$ cat src/rtl/microc_ctrl.sv
// microc_ctrl: control unit for the microc datapath.
// Decodes the opcode and zero flag into datapath controls, and sequences
// execution through run / single-step / halt. It also keeps a debug count of
// executed instructions.
module microc_ctrl #(
  parameter int CNT_W = 16
) (
  input  logic             clk,
  input  logic             reset,
  input  logic             run,
  input  logic             step_req,
  input  logic [5:0]       opcode,
  input  logic             z,
  output logic             s_inc,
  output logic             s_abs,
  output logic             s_inm,
  output logic             we3,
  output logic             wez,
  output logic [2:0]       op,
  output logic             pc_en,
  output logic             step_ack,
  output logic             halted,
  output logic             illegal,
  output logic [CNT_W-1:0] icount
);

  typedef enum logic [2:0] {
    S_IDLE  = 3'd0,
    S_RUN   = 3'd1,
    S_STEP  = 3'd2,
    S_SWAIT = 3'd3,
    S_HALT  = 3'd4
  } state_t;

  state_t           state_q;
  logic             halted_q;
  logic             illegal_q;
  logic [CNT_W-1:0] icount_q;
  logic [CNT_W-1:0] icount_d;

  logic is_alu, is_li, is_j, is_jz, is_jnz, is_jr, is_nop, is_halt;
  logic is_legal, active, exec_en, take_jump;

  // Classify the opcode and work out whether an instruction executes this cycle
  always_comb begin
    is_alu    = opcode[5];
    is_li     = (opcode[5:2] == 4'b0100);
    is_j      = (opcode == 6'b000000);
    is_jz     = (opcode == 6'b000001);
    is_jnz    = (opcode == 6'b000010);
    is_jr     = (opcode == 6'b000011);
    is_nop    = (opcode == 6'b000100);
    is_halt   = (opcode == 6'b000111);
    is_legal  = is_alu | is_li | is_j | is_jz | is_jnz | is_jr | is_nop | is_halt;
    active    = (state_q == S_RUN) || (state_q == S_STEP);
    // HALT and undefined opcodes never execute; they only end the sequence
    exec_en   = active && is_legal && !is_halt;
    take_jump = is_j | is_jr | (is_jz & z) | (is_jnz & ~z);
    icount_d  = icount_q + {{(CNT_W-1){1'b0}}, 1'b1};
  end

  // Drive datapath controls; idle values unless a legal instruction executes
  always_comb begin
    s_inc = 1'b1;
    s_abs = 1'b1;
    s_inm = 1'b0;
    we3   = 1'b0;
    wez   = 1'b0;
    op    = 3'b000;
    pc_en = 1'b0;
    if (exec_en) begin
      pc_en = 1'b1;
      if (take_jump) s_inc = 1'b0;
      if (is_jr)     s_abs = 1'b0;
      if (is_alu) begin
        op  = opcode[4:2];
        we3 = 1'b1;
        wez = 1'b1;
      end
      if (is_li) begin
        s_inm = 1'b1;
        we3   = 1'b1;
      end
    end
  end

  // Sequencer: state, sticky flags and the executed-instruction counter
  always_ff @(posedge clk) begin
    if (!reset) begin
      state_q   <= S_IDLE;
      halted_q  <= 1'b0;
      illegal_q <= 1'b0;
      icount_q  <= '0;
    end else begin
      if (exec_en) icount_q <= icount_d;
      case (state_q)
        S_IDLE: begin
          if (run)           state_q <= S_RUN;
          else if (step_req) state_q <= S_STEP;
        end
        S_RUN: begin
          if (is_halt || !is_legal) begin
            state_q   <= S_HALT;
            halted_q  <= 1'b1;
            illegal_q <= !is_legal;
          end else if (!run) begin
            state_q <= S_IDLE;
          end
        end
        S_STEP: begin
          if (is_halt || !is_legal) begin
            state_q   <= S_HALT;
            halted_q  <= 1'b1;
            illegal_q <= !is_legal;
          end else begin
            state_q <= S_SWAIT;
          end
        end
        // A held step request must be released before another step is taken
        S_SWAIT: begin
          if (!step_req) state_q <= S_IDLE;
        end
        S_HALT:  state_q <= S_HALT;
        default: state_q <= S_IDLE;
      endcase
    end
  end

  assign step_ack = (state_q == S_STEP);
  assign halted   = halted_q;
  assign illegal  = illegal_q;
  assign icount   = icount_q;

endmodule

$ cat config.mk
export PLATFORM = sky130hd
export DESIGN_NAME = microc_ctrl
export DESIGN_NICKNAME = d
export VERILOG_FILES = /design/src/rtl/microc_ctrl.sv
export SDC_FILE = /design/constraint.sdc
export NUM_CORES = 1
export LEC_CHECK = 0
export ABC_AREA = 1
export ABC_CLOCK_PERIOD_IN_PS = 1730
export CORE_MARGIN = 10
export CORE_UTILIZATION = 40
export DETAILED_ROUTE_END_ITERATION = 8
export DONT_BUFFER_PORTS = 1
export HOLD_SLACK_MARGIN = 0.03
export SLEW_MARGIN = 20
export SYNTH_ARGS = -nofsm -noshare
export SYNTH_HDL_FRONTEND = slang
export SYNTH_SLANG_ARGS = --single-unit
$ cat constraint.sdc
create_clock -name clk -period 1.73 [get_ports clk]
set_input_delay 0.519 -clock clk [delete_from_list [all_inputs] [get_ports clk]]
set_output_delay 0.519 -clock clk [all_outputs]
set_load 0.03 [all_outputs]
# Word-level counts from Yosys, hierarchy flattened
# Cells that the tools add are included.
# Widths: inputs -> output; s select.
# totals
reg_bits	21
inputBits	11
word_cells	62
# op_classes
add_sub_neg	1
n_eq_ne	13
muxes	20
n_bitwise	13
reduce_logical	11
# ops
cell	count
$mux 3	8
$add 16x1->16 const B	1
$pmux 3 s5	1
$eq 6x2->1 const B	2
$eq 6x3->1 const B	2
$mux 1	11
$or 1x1->1	10
$eq 3x2->1 const B	2
$eq 6x1->1 const B	1
$logic_not 6->1	1
$eq 4x3->1 const B	1
$eq 3x1->1 const B	1
$eq 3x3->1 const B	1
$logic_not 3->1	1
$ne 3x2->1 const B	1
$ne 3x3->1 const B	1
$reduce_and 3->1	1
$and 1x1->1	2
$logic_and 1x1->1	2
$logic_not 1->1	2
$logic_or 1x1->1	2
$ne 2x2->1 const B	1
$reduce_and 2->1	1
$reduce_or 2->1	1
$not 1->1	1

# Depth between registers and ports, before layout
# Gate-level depths: netlist of the first run.
# depth
ltp_word	12
ltp_mapped	10

# Least setup slack after synthesis of the first run
# No wires, ideal clock.
# synth_path
path_type	reg-to-output
start	register state_q[0]
end	output op[2]
t_arrival_ps	1794
required_time_ps	1211
setup_slack_ps	-583
path_stages_with_launch	7
path_cell_list	dfxtp_1 > nor3_4 > inv_2 > nand2_1 > nand2_4 > buf_4 > nor3_1
# synth_between
elab_chain_cells	5
# synth_lines
item	line	text
from (decl)	35	state_t state_q;
from (signal assigned)	90	state_q <= S_IDLE;
from (signal assigned)	98	if (run) state_q <= S_RUN;
from (signal assigned)	99	else if (step_req) state_q <= S_STEP;
$eq 3x2->1	--	
via step_ack	21	output logic step_ack,
$logic_or 1x1->1	55	active = (state_q == S_RUN) || (state_q == S_STEP);
$logic_and 1x1->1 (2 in series)	57	exec_en = active && is_legal && !is_halt;
$mux 3	71	if (exec_en) begin
to (decl)	19	output logic [2:0] op,
# The timed path passes the listed nets, and every way through them passes these cells.

# Final worst setup path of the first run
# layout_path
start	register state_q[0]
end	output we3
# layout_between
elab_chain_cells	5
# layout_lines
item	line	text
$eq 3x1->1 / $eq 3x2->1 (equally long branches)	55	
$logic_or 1x1->1 *	55	
$logic_and 1x1->1 * (2 in series)	57	
$mux 1 *	71	
to (decl)	17	output logic we3,
# Mark *: on every way between the ends. The rest lies on a longest branch, timed or not.

==> impl_metrics.yaml, run 1 <==
outcome:
  outcome: "complete, but fails checks"
  violations: "negative setup slack"
yosys:
  yosysTopAreaCellShare_pct: 32.3
  synth.distinct_cells: 28
  syn_area_um2: 1300
  avgSynthCellArea_um2: 6.50
  synth_top_cell_by_area: "dfxtp_1"
  yosysWarnings: 0
  synth-seq-cells: 21
  async_reset_ff_share_pct: 0
  syn-num-nets: 212
  synth-edff-count: 0
  ys_seq_area_share_pct: 32.3
  netlist_instances: 200
  synthTopCellsByArea: "dfxtp_1, nand2_1, nor2_1, a21oi_1, nand3_1"
  synth_top_flop_cell: "dfxtp_1"
routing:
  firstDrtPassIters: 4
  wl_per_cell_um: 13.4
  vias_per_cell: 5.07
  routed_wl_um: 3760
  ant_nets: 0
  drc: 0
  num_vias: 1425
  drt_iter0_markers: 101
setup_path:
  crit_type: "flip-flop to output pin"
  cp.arrival_ns: 1.48
  path_cells: "nor3_4 > inv_2 > nand2_2 > nand2_4 > or2_4 > inv_6"
  crit_path_max_incr_delay_ns: 0.38
  cp-end-kind: "output pin"
  critical-path-slowest-cell: "dfxtp_4"
  cp-start-kind: "flip-flop"
  critPathRequiredTime_ns: 1.21
  r2r_slack_ns: 0.14
  cp_max_fo: 6
clock_tree:
  cts_buffers: 3
  cts_tree: "built"
  clk_path_buf_depth: 2
  clkSinkCount: 21
  ctsHoldBuffers: 0
  clk_latency_ns: 0.32
  h-tree-depth: 1
  path_clk_slew_ns: 0.12
  cts_root_buffer: "clkbuf_4"
cells_and_area:
  layout_commonest_cell: "nand2_1"
  final_util_pct: 57.1
  antenna_cells: 0
  fin_nets: 250
  layout_common_cells: "nand2_1, buf_4, nor2_1"
  drive_above_1_share_pct: 30.4
  instances_no_fill: 281
  fillers: 310
  syn_to_final_growth_pct: 35.2
power_and_ir_drop:
  switchingPower_w: 0.000444
  power_frac_seq_pct: 45.1
  total_power_w: 0.00121
  internal-power_w: 0.000763
  cellLeakagePower_nw: 0.718
  sw_frac_of_total_pct: 36.8
  power_density_nw_per_um2: 687
  p_comb_share_pct: 34.0
  ir_drop_uv: 685
  clockPowerShare_pct: 20.9
floorplan:
  coreArea_um2: 3080
  ioPinCount: 39
  dieHeight_um: 77.0
  floorplan.initialDensity_pct: 42.2
  num_rows: 20
  dieArea_um2: 5930
  die_x_um: 77.0
flow_run:
  cap_violations: 0
timing:
  setup-violations-final: 9
  fin_ws_ns: -0.272
  rsz0062_at_grt: "yes"
  period_minus_slack_ns: 2.00
  slew_headroom_pct: 74.8
  fmax_ghz: 0.500
  finalHoldViolCount: 0
  slew_violations: 0
  fin_skew_ns: 0.00529
  finalCritPeriodShare_pct: 116
  tightest_slew_ns: 0.377
grt:
  grt_pass1_wl_um: 6400
  grt_max_degree: 18
  gr-usage-all-layers_pct: 12.5
  antenna_found_initial: 0
  overflow: 0
  first_global_vias: 1438
worst_hold_path:
  hold_path.class: "input port to flip-flop"
placed_design:
  dp_hpwl_um: 2880
  portBuffers: 0
  gp_congestion: 0.854
  numPlacedInstances: 272
[final cells by class]
type	count	area (um2)	share of cell area, %
clock inverters	1	7.51	0.427
well taps	44	55.1	3.13
flip-flops and latches	21	427	24.3
inverters	22	113	6.41
repair buffers	37	309	17.6
multi-input cells	153	825	46.9
clock buffers	3	22.5	1.28
[worst paths after layout]
| kind | to | cells past startpoint | start |
|---|---|---|---|
| worst max-delay path | we3 | 6 | state_q[0]$_SDFFE_PN0P_ |
| worst min register to register | state_q[2]$_SDFFE_PN0P_ | 2 | state_q[2]$_SDFFE_PN0P_ |
| worst min-delay path | icount[3]$_SDFFE_PN0N_ | 2 | reset |
| worst max register to register | icount[12]$_SDFFE_PN0N_ | 10 | state_q[0]$_SDFFE_PN0P_ |
[metal layers]
layer  vias to the layer above  GRT usage (%)  wire length, um
met5                         -              0                0
met4                         0           3.47               62
met3                         8           5.13              319
met2                        40           21.8             1830
met1                       667           13.6             1550
li1                        710              -                -
[Yosys cell counts, types with 2 or more instances]
master	instances
nand2_4	2
inv_2	3
a21oi_1	17
buf_6	2
a21oi_2	3
xnor2_1	5
dfxtp_1	21
o21ai_0	7
nand2_2	4
xor2_1	4
nand4_1	3
nand2_1	56
inv_1	17
nor2_1	29
nand3_1	13
nor3_1	2
[power by group through the flow]
stage               logic, W  clock network (W)  registers (W)
finish              0.000411           0.000252       0.000545
global route        0.000443           0.000277       0.000547
CTS                 0.000390           0.000257       0.000545
detailed placement  0.000363                  0       0.000555
global placement    0.000354                  0       0.000553
floorplan           0.000258                  0       0.000574
[logic make-up after synthesis]
| group | count (synthesis) | share of synthesized area [%] |
|---|---|---|
| flip-flops | 21 | 32.3 |
| buffers and inverters | 26 | 9.34 |
| AND/OR/NAND/NOR | 112 | 37.6 |
| AO/OA/AOI/OAI | 30 | 12.9 |
| multiplexers | 1 | 0.770 |
| XOR/XNOR | 9 | 6.06 |
| adder cells (fa/ha/maj) | 1 | 0.962 |
[sequential cells by signal (all words and copies together), names as in the netlist]
name and flops:
icount 16, illegal 1, state_q 3, halted 1
[worst max-delay path, delay by kind of cell (launching register included)]
kind | cells | cell delay (ns)
simple gates | 4 | 0.63
flops | 1 | 0.38
buf+inv | 2 | 0.14
[what timing repair did]
item / 4_1_cts / 5_1_grt
gates cloned: 0 / 0
pin swaps: 6 / 3
gates resized for setup: 10 / 2
setup endpoints to repair: 9 / 11
setup buffers: 2 / 4
[through the flow]
step	hold WS [ns]	setup TNS, ns	worst slack [ns]	area, um2
global placement	0.491	-0.393	-0.121	1650
CTS	0.297	-2.35	-0.297	1730
finish	0.297	-2.20	-0.272	1760
floorplan	0.491	-1.15	-0.230	1400
global route	0.295	-2.78	-0.325	1760
detailed placement	0.510	-0.671	-0.150	1650
Note: power is estimated with default switching activity, not from simulation.
==> run 2, diff against run 1 <==
- MAX_ROUTING_LAYER: default -> met4
==> run 2 against run 1 <==
  * The run still ends with negative setup slack left
  * First-iteration DRC count is 0.99% lower
  * Worst setup slack better by 0.0075 ns
  * Die area stayed put
  * Clock skew is 0.00063 ns lower
  * Sequential cell count stayed put
  * Sequential power hardly changed
  * Non-clock buffer count stayed put
  * Register-to-register slack hardly changed
  * Combinational power hardly changed
  * Critical path type unchanged
  * Largest power group unchanged
==> impl_metrics.yaml, run 2 (synthesized netlist as in run 1, its figures left out) <==
timing:
  slew_headroom_pct: 74.8
  fin_skew_ns: 0.00466
  period_minus_slack_ns: 1.99
  finalHoldViolCount: 0
  finalCritPeriodShare_pct: 115
  slew_violations: 0
  fmax_ghz: 0.501
  rsz0062_at_grt: "yes"
  tightest_slew_ns: 0.377
  fin_ws_ns: -0.264
  setup-violations-final: 9
placed_design:
  numPlacedInstances: 272
  dp_hpwl_um: 2880
  dp_slack_ns: -0.150
  portBuffers: 0
  gp_congestion: 0.867
outcome:
  outcome: "complete, but fails checks"
  violations: "negative setup slack"
floorplan:
  coreArea_um2: 3080
  ioPinCount: 39
  num_rows: 20
  dieHeight_um: 77.0
  dieArea_um2: 5930
  floorplan.initialDensity_pct: 42.2
  die_x_um: 77.0
routing:
  wl_per_cell_um: 13.3
  num_vias: 1404
  ant_nets: 0
  drt_iter0_markers: 100
  routed_wl_um: 3740
  drc: 0
  firstDrtPassIters: 6
  vias_per_cell: 5.00
worst_hold_path:
  hold_path.class: "input port to flip-flop"
  hold-path-cell-count: 2
  min_to: "icount[3]$_SDFFE_PN0N_"
  hold_start: "reset"
setup_path:
  critical_path_buf_inv_count: 2
  cp-end-kind: "output pin"
  cp_max_fo: 6
  crit_family: "simple AND/OR/NAND/NOR gates"
  cp-start-kind: "flip-flop"
  crit_type: "flip-flop to output pin"
  path_cells: "nor3_4 > inv_2 > nand2_2 > nand2_4 > or2_4 > inv_6"
  critical-path-slowest-cell: "dfxtp_4"
  r2r-start: "state_q[0]$_SDFFE_PN0P_"
  cp.arrival_ns: 1.48
  rr_worst_depth: 10
  critPathRequiredTime_ns: 1.21
  r2r-end: "icount[12]$_SDFFE_PN0N_"
  r2r_slack_ns: 0.14
  crit_path_max_incr_delay_ns: 0.38
grt:
  gr-usage-all-layers_pct: 12.8
  overflow: 0
  grt_pass1_wl_um: 6410
  grt_max_degree: 18
  first_global_vias: 1437
  antenna_found_initial: 0
cells_and_area:
  layout_commonest_cell: "nand2_1"
  instances_no_fill: 281
  largest_register_ff_count: 16
  fillers: 310
  fin_nets: 250
  syn_to_final_growth_pct: 35.2
  drive_above_1_share_pct: 30.4
  layout_common_cells: "nand2_1, buf_4, nor2_1"
  antenna_cells: 0
  ff_latch_area_um2: 427
  final_util_pct: 57.1
  multi_input_area_um2: 825
power_and_ir_drop:
  cellLeakagePower_nw: 0.718
  ir_drop_uv: 685
  power_density_nw_per_um2: 684
clock_tree:
  cts_tree: "built"
  path_clk_slew_ns: 0.12
  cts_root_buffer: "clkbuf_4"
  clkSinkCount: 21
  cts_buffers: 3
  clk_path_buf_depth: 2
  clk_latency_ns: 0.31
  h-tree-depth: 1
  ctsHoldBuffers: 0
flow_run:
  cap_violations: 0
==> run 2: stage by stage <==
| stage | TNS [ns] | hold WS [ns] | instance area (um2) | power [W] |
|---|---|---|---|---|
| 2_1_floorplan | -1.15 | 0.491 | 1400 | 0.000832 |
| 3_3_place_gp | -0.393 | 0.491 | 1650 | 0.000907 |
| 3_5_place_dp | -0.671 | 0.510 | 1650 | 0.000918 |
| 4_1_cts | -2.35 | 0.297 | 1730 | 0.00119 |
| 5_1_grt | -2.78 | 0.295 | 1760 | 0.00127 |
| 6_report | -2.13 | 0.305 | 1760 | 0.00120 |
==> run 2: layer usage <==
metal | up-vias | global-route usage, % | wire (um)
li1 | 710 | - | -
met2 | 35 | 21.8 | 1820
met1 | 650 | 13.9 | 1600
met3 | 9 | 4.66 | 258
met5 | - | - | 0
met4 | 0 | 3.47 | 59
==> run 2: worst max path at each step <==
| stage | startpoint | endpoint | cells past startpoint | slack [ns] |
|---|---|---|---|---|
| floorplan | state_q[0]$_SDFFE_PN0P_ | s_inc | 7 | -0.23 |
| global placement | opcode[4] | we3 | 8 | -0.12 |
| detailed placement | opcode[4] | we3 | 8 | -0.15 |
| CTS | state_q[1]$_SDFFE_PN0P_ | op[1] | 7 | -0.30 |
| global route | state_q[0]$_SDFFE_PN0P_ | we3 | 6 | -0.32 |
| finish | state_q[0]$_SDFFE_PN0P_ | we3 | 6 | -0.26 |
==> run 2: timing repair <==
action | 4_1_cts | 5_1_grt
pin swaps | 6 | 3
setup buffers | 2 | 4
setup endpoints to repair | 9 | 11
resized for setup | 10 | 2
==> run 2: power breakdown <==
| part | leakage [nW] | switching [W] | internal (W) |
|---|---|---|---|
| sequential | 0.172 | 0.0000336 | 0.000511 |
| clock | 0.0139 | 0.000159 | 0.0000884 |
| combinational | 0.532 | 0.000246 | 0.000163 |
==> run 2: layout make-up <==
cell class                      count  share of cell area, %
Clock buffer                        3                   1.28
Clock inverter                      1                  0.427
Inverter                           22                   6.41
Multi-Input combinational cell    153                   46.9
Sequential cell                    21                   24.3
Tap cell                           44                   3.13
Timing Repair Buffer               37                   17.6
==> run 3, diff against run 2 <==
- SETUP_SLACK_MARGIN: default -> 0.1
==> run 3 against run 2 <==
  * The run still ends with negative setup slack left
  * Register-to-register slack improved by 0.02 ns
  * Combinational power rose by 11%
  * Critical path depth unchanged
  * Critical path type unchanged
  * Die area stayed put
==> impl_metrics.yaml, run 3 (synthesized netlist as in run 1, its figures left out) <==
power_and_ir_drop:
  cellLeakagePower_nw: 0.737
  p_comb_share_pct: 36.4
  switchingPower_w: 0.000451
  power_density_nw_per_um2: 692
  internal-power_w: 0.000796
  ir_drop_uv: 685
  power_frac_seq_pct: 43.7
  clockPowerShare_pct: 19.9
  sw_frac_of_total_pct: 36.1
grt:
  first_global_vias: 1437
  antenna_found_initial: 0
  gr-usage-all-layers_pct: 12.8
  grt_max_degree: 18
  overflow: 0
  grt_pass1_wl_um: 6410
cells_and_area:
  largest_register_ff_count: 16
  instances_no_fill: 283
  layout_commonest_cell: "nand2_1"
  drive_above_1_share_pct: 31.0
  antenna_cells: 0
  fin_nets: 252
  syn_to_final_growth_pct: 38.7
  final_area_um2: 1800
  layout_common_cells: "nand2_1, buf_4, nor2_1"
setup_path:
  cp.arrival_ns: 1.48
  cp-start-kind: "flip-flop"
  crit_type: "flip-flop to output pin"
  cp-end-kind: "output pin"
  cp_max_fo: 6
  critPathRequiredTime_ns: 1.21
worst_hold_path:
  hold_path.class: "input port to flip-flop"
clock_tree:
  clk_path_buf_depth: 2
  clkSinkCount: 21
  path_clk_slew_ns: 0.12
  cts_tree: "built"
  clk_latency_ns: 0.31
  h-tree-depth: 1
  cts_root_buffer: "clkbuf_4"
  cts_buffers: 3
timing:
  finalCritPeriodShare_pct: 115
  fin_ws_ns: -0.266
  finalHoldViolCount: 0
  fin_skew_ns: 0.00509
  slew_headroom_pct: 74.8
  fmax_ghz: 0.501
  rsz0062_at_grt: "yes"
  slew_violations: 0
  period_minus_slack_ns: 2.00
  setup_tns_ns: -2.15
  setup-violations-final: 9
  hold_ws_ns: 0.304
  tightest_slew_ns: 0.377
placed_design:
  numPlacedInstances: 272
  gp_congestion: 0.867
  post_dp_cell_area_um2: 1650
  dp_slack_ns: -0.150
  portBuffers: 0
  dp_hpwl_um: 2880
floorplan:
  floorplan.initialDensity_pct: 42.2
  dieHeight_um: 77.0
  num_rows: 20
  ioPinCount: 39
  dieArea_um2: 5930
  coreArea_um2: 3080
  die_x_um: 77.0
routing:
  vias_per_cell: 5.03
  wl_per_cell_um: 13.7
  firstDrtPassIters: 4
  drt_iter0_markers: 119
  drc: 0
  ant_nets: 0
  routed_wl_um: 3880
  num_vias: 1424
flow_run:
  cap_violations: 0
outcome:
  outcome: "complete, but fails checks"
  violations: "negative setup slack"
==> run 3: worst paths after layout <==
check	startpoint	end	slack, ns	cells after the start
setup / recovery	state_q[0]$_SDFFE_PN0P_	we3	-0.27	6
setup reg to reg	state_q[2]$_SDFFE_PN0P_	icount[2]$_SDFFE_PN0N_	0.16	11
hold / removal	reset	icount[3]$_SDFFE_PN0N_	0.30	2
hold reg to reg	state_q[2]$_SDFFE_PN0P_	state_q[2]$_SDFFE_PN0P_	0.51	2
==> run 3: power groups by stage <==
| stage | sequential [W] | clock (W) | combinational (W) |
|---|---|---|---|
| floorplan | 0.000574 | 0 | 0.000258 |
| global placement | 0.000553 | 0 | 0.000354 |
| detailed placement | 0.000555 | 0 | 0.000363 |
| CTS | 0.000545 | 0.000257 | 0.000390 |
| global route | 0.000547 | 0.000277 | 0.000488 |
| finish | 0.000545 | 0.000248 | 0.000454 |
==> run 3: what timing repair did <==
item                                    CTS  global route
hold buffers                              0             0
buffers inserted                          2             5
endpoints found under the setup margin   10            20
resized for setup                        10             6
pin swaps                                 6             4
cloned                                    0             1
==> run 3: area by class of cell <==
| class | count | area [um2] |
|---|---|---|
| Fill cell | 303 | 1270 |
| Clock buffer | 3 | 22.5 |
| Multi-Input combinational cell | 153 | 825 |
| Timing Repair Buffer | 39 | 354 |
| Clock inverter | 1 | 7.51 |
| Sequential cell | 21 | 427 |
| Tap cell | 44 | 55.1 |
| Inverter | 22 | 113 |
==> run 3: routing by layer <==
metal | vias up | GRT usage [%] | routed length (um)
met5 | - | - | 0
met1 | 648 | 13.9 | 1650
li1 | 716 | - | -
met2 | 50 | 21.8 | 1870
met3 | 10 | 4.66 | 290
met4 | 0 | 3.47 | 70
==> run 3: worst max-delay path: stages (launching register included) <==
cell	delay [ns]
dfxtp_4	0.38
nor3_4	0.20
inv_2	0.06
nand2_2	0.07
nand2_4	0.10
or2_4	0.26
inv_6	0.08
==> run 3: through the flow <==
stage / power, W / utilization, %
2_1_floorplan: 0.000832 / -
3_3_place_gp: 0.000907 / 53.7
3_5_place_dp: 0.000918 / 53.7
4_1_cts: 0.00119 / 56.2
5_1_grt: 0.00131 / 58.6
6_report: 0.00125 / 58.6
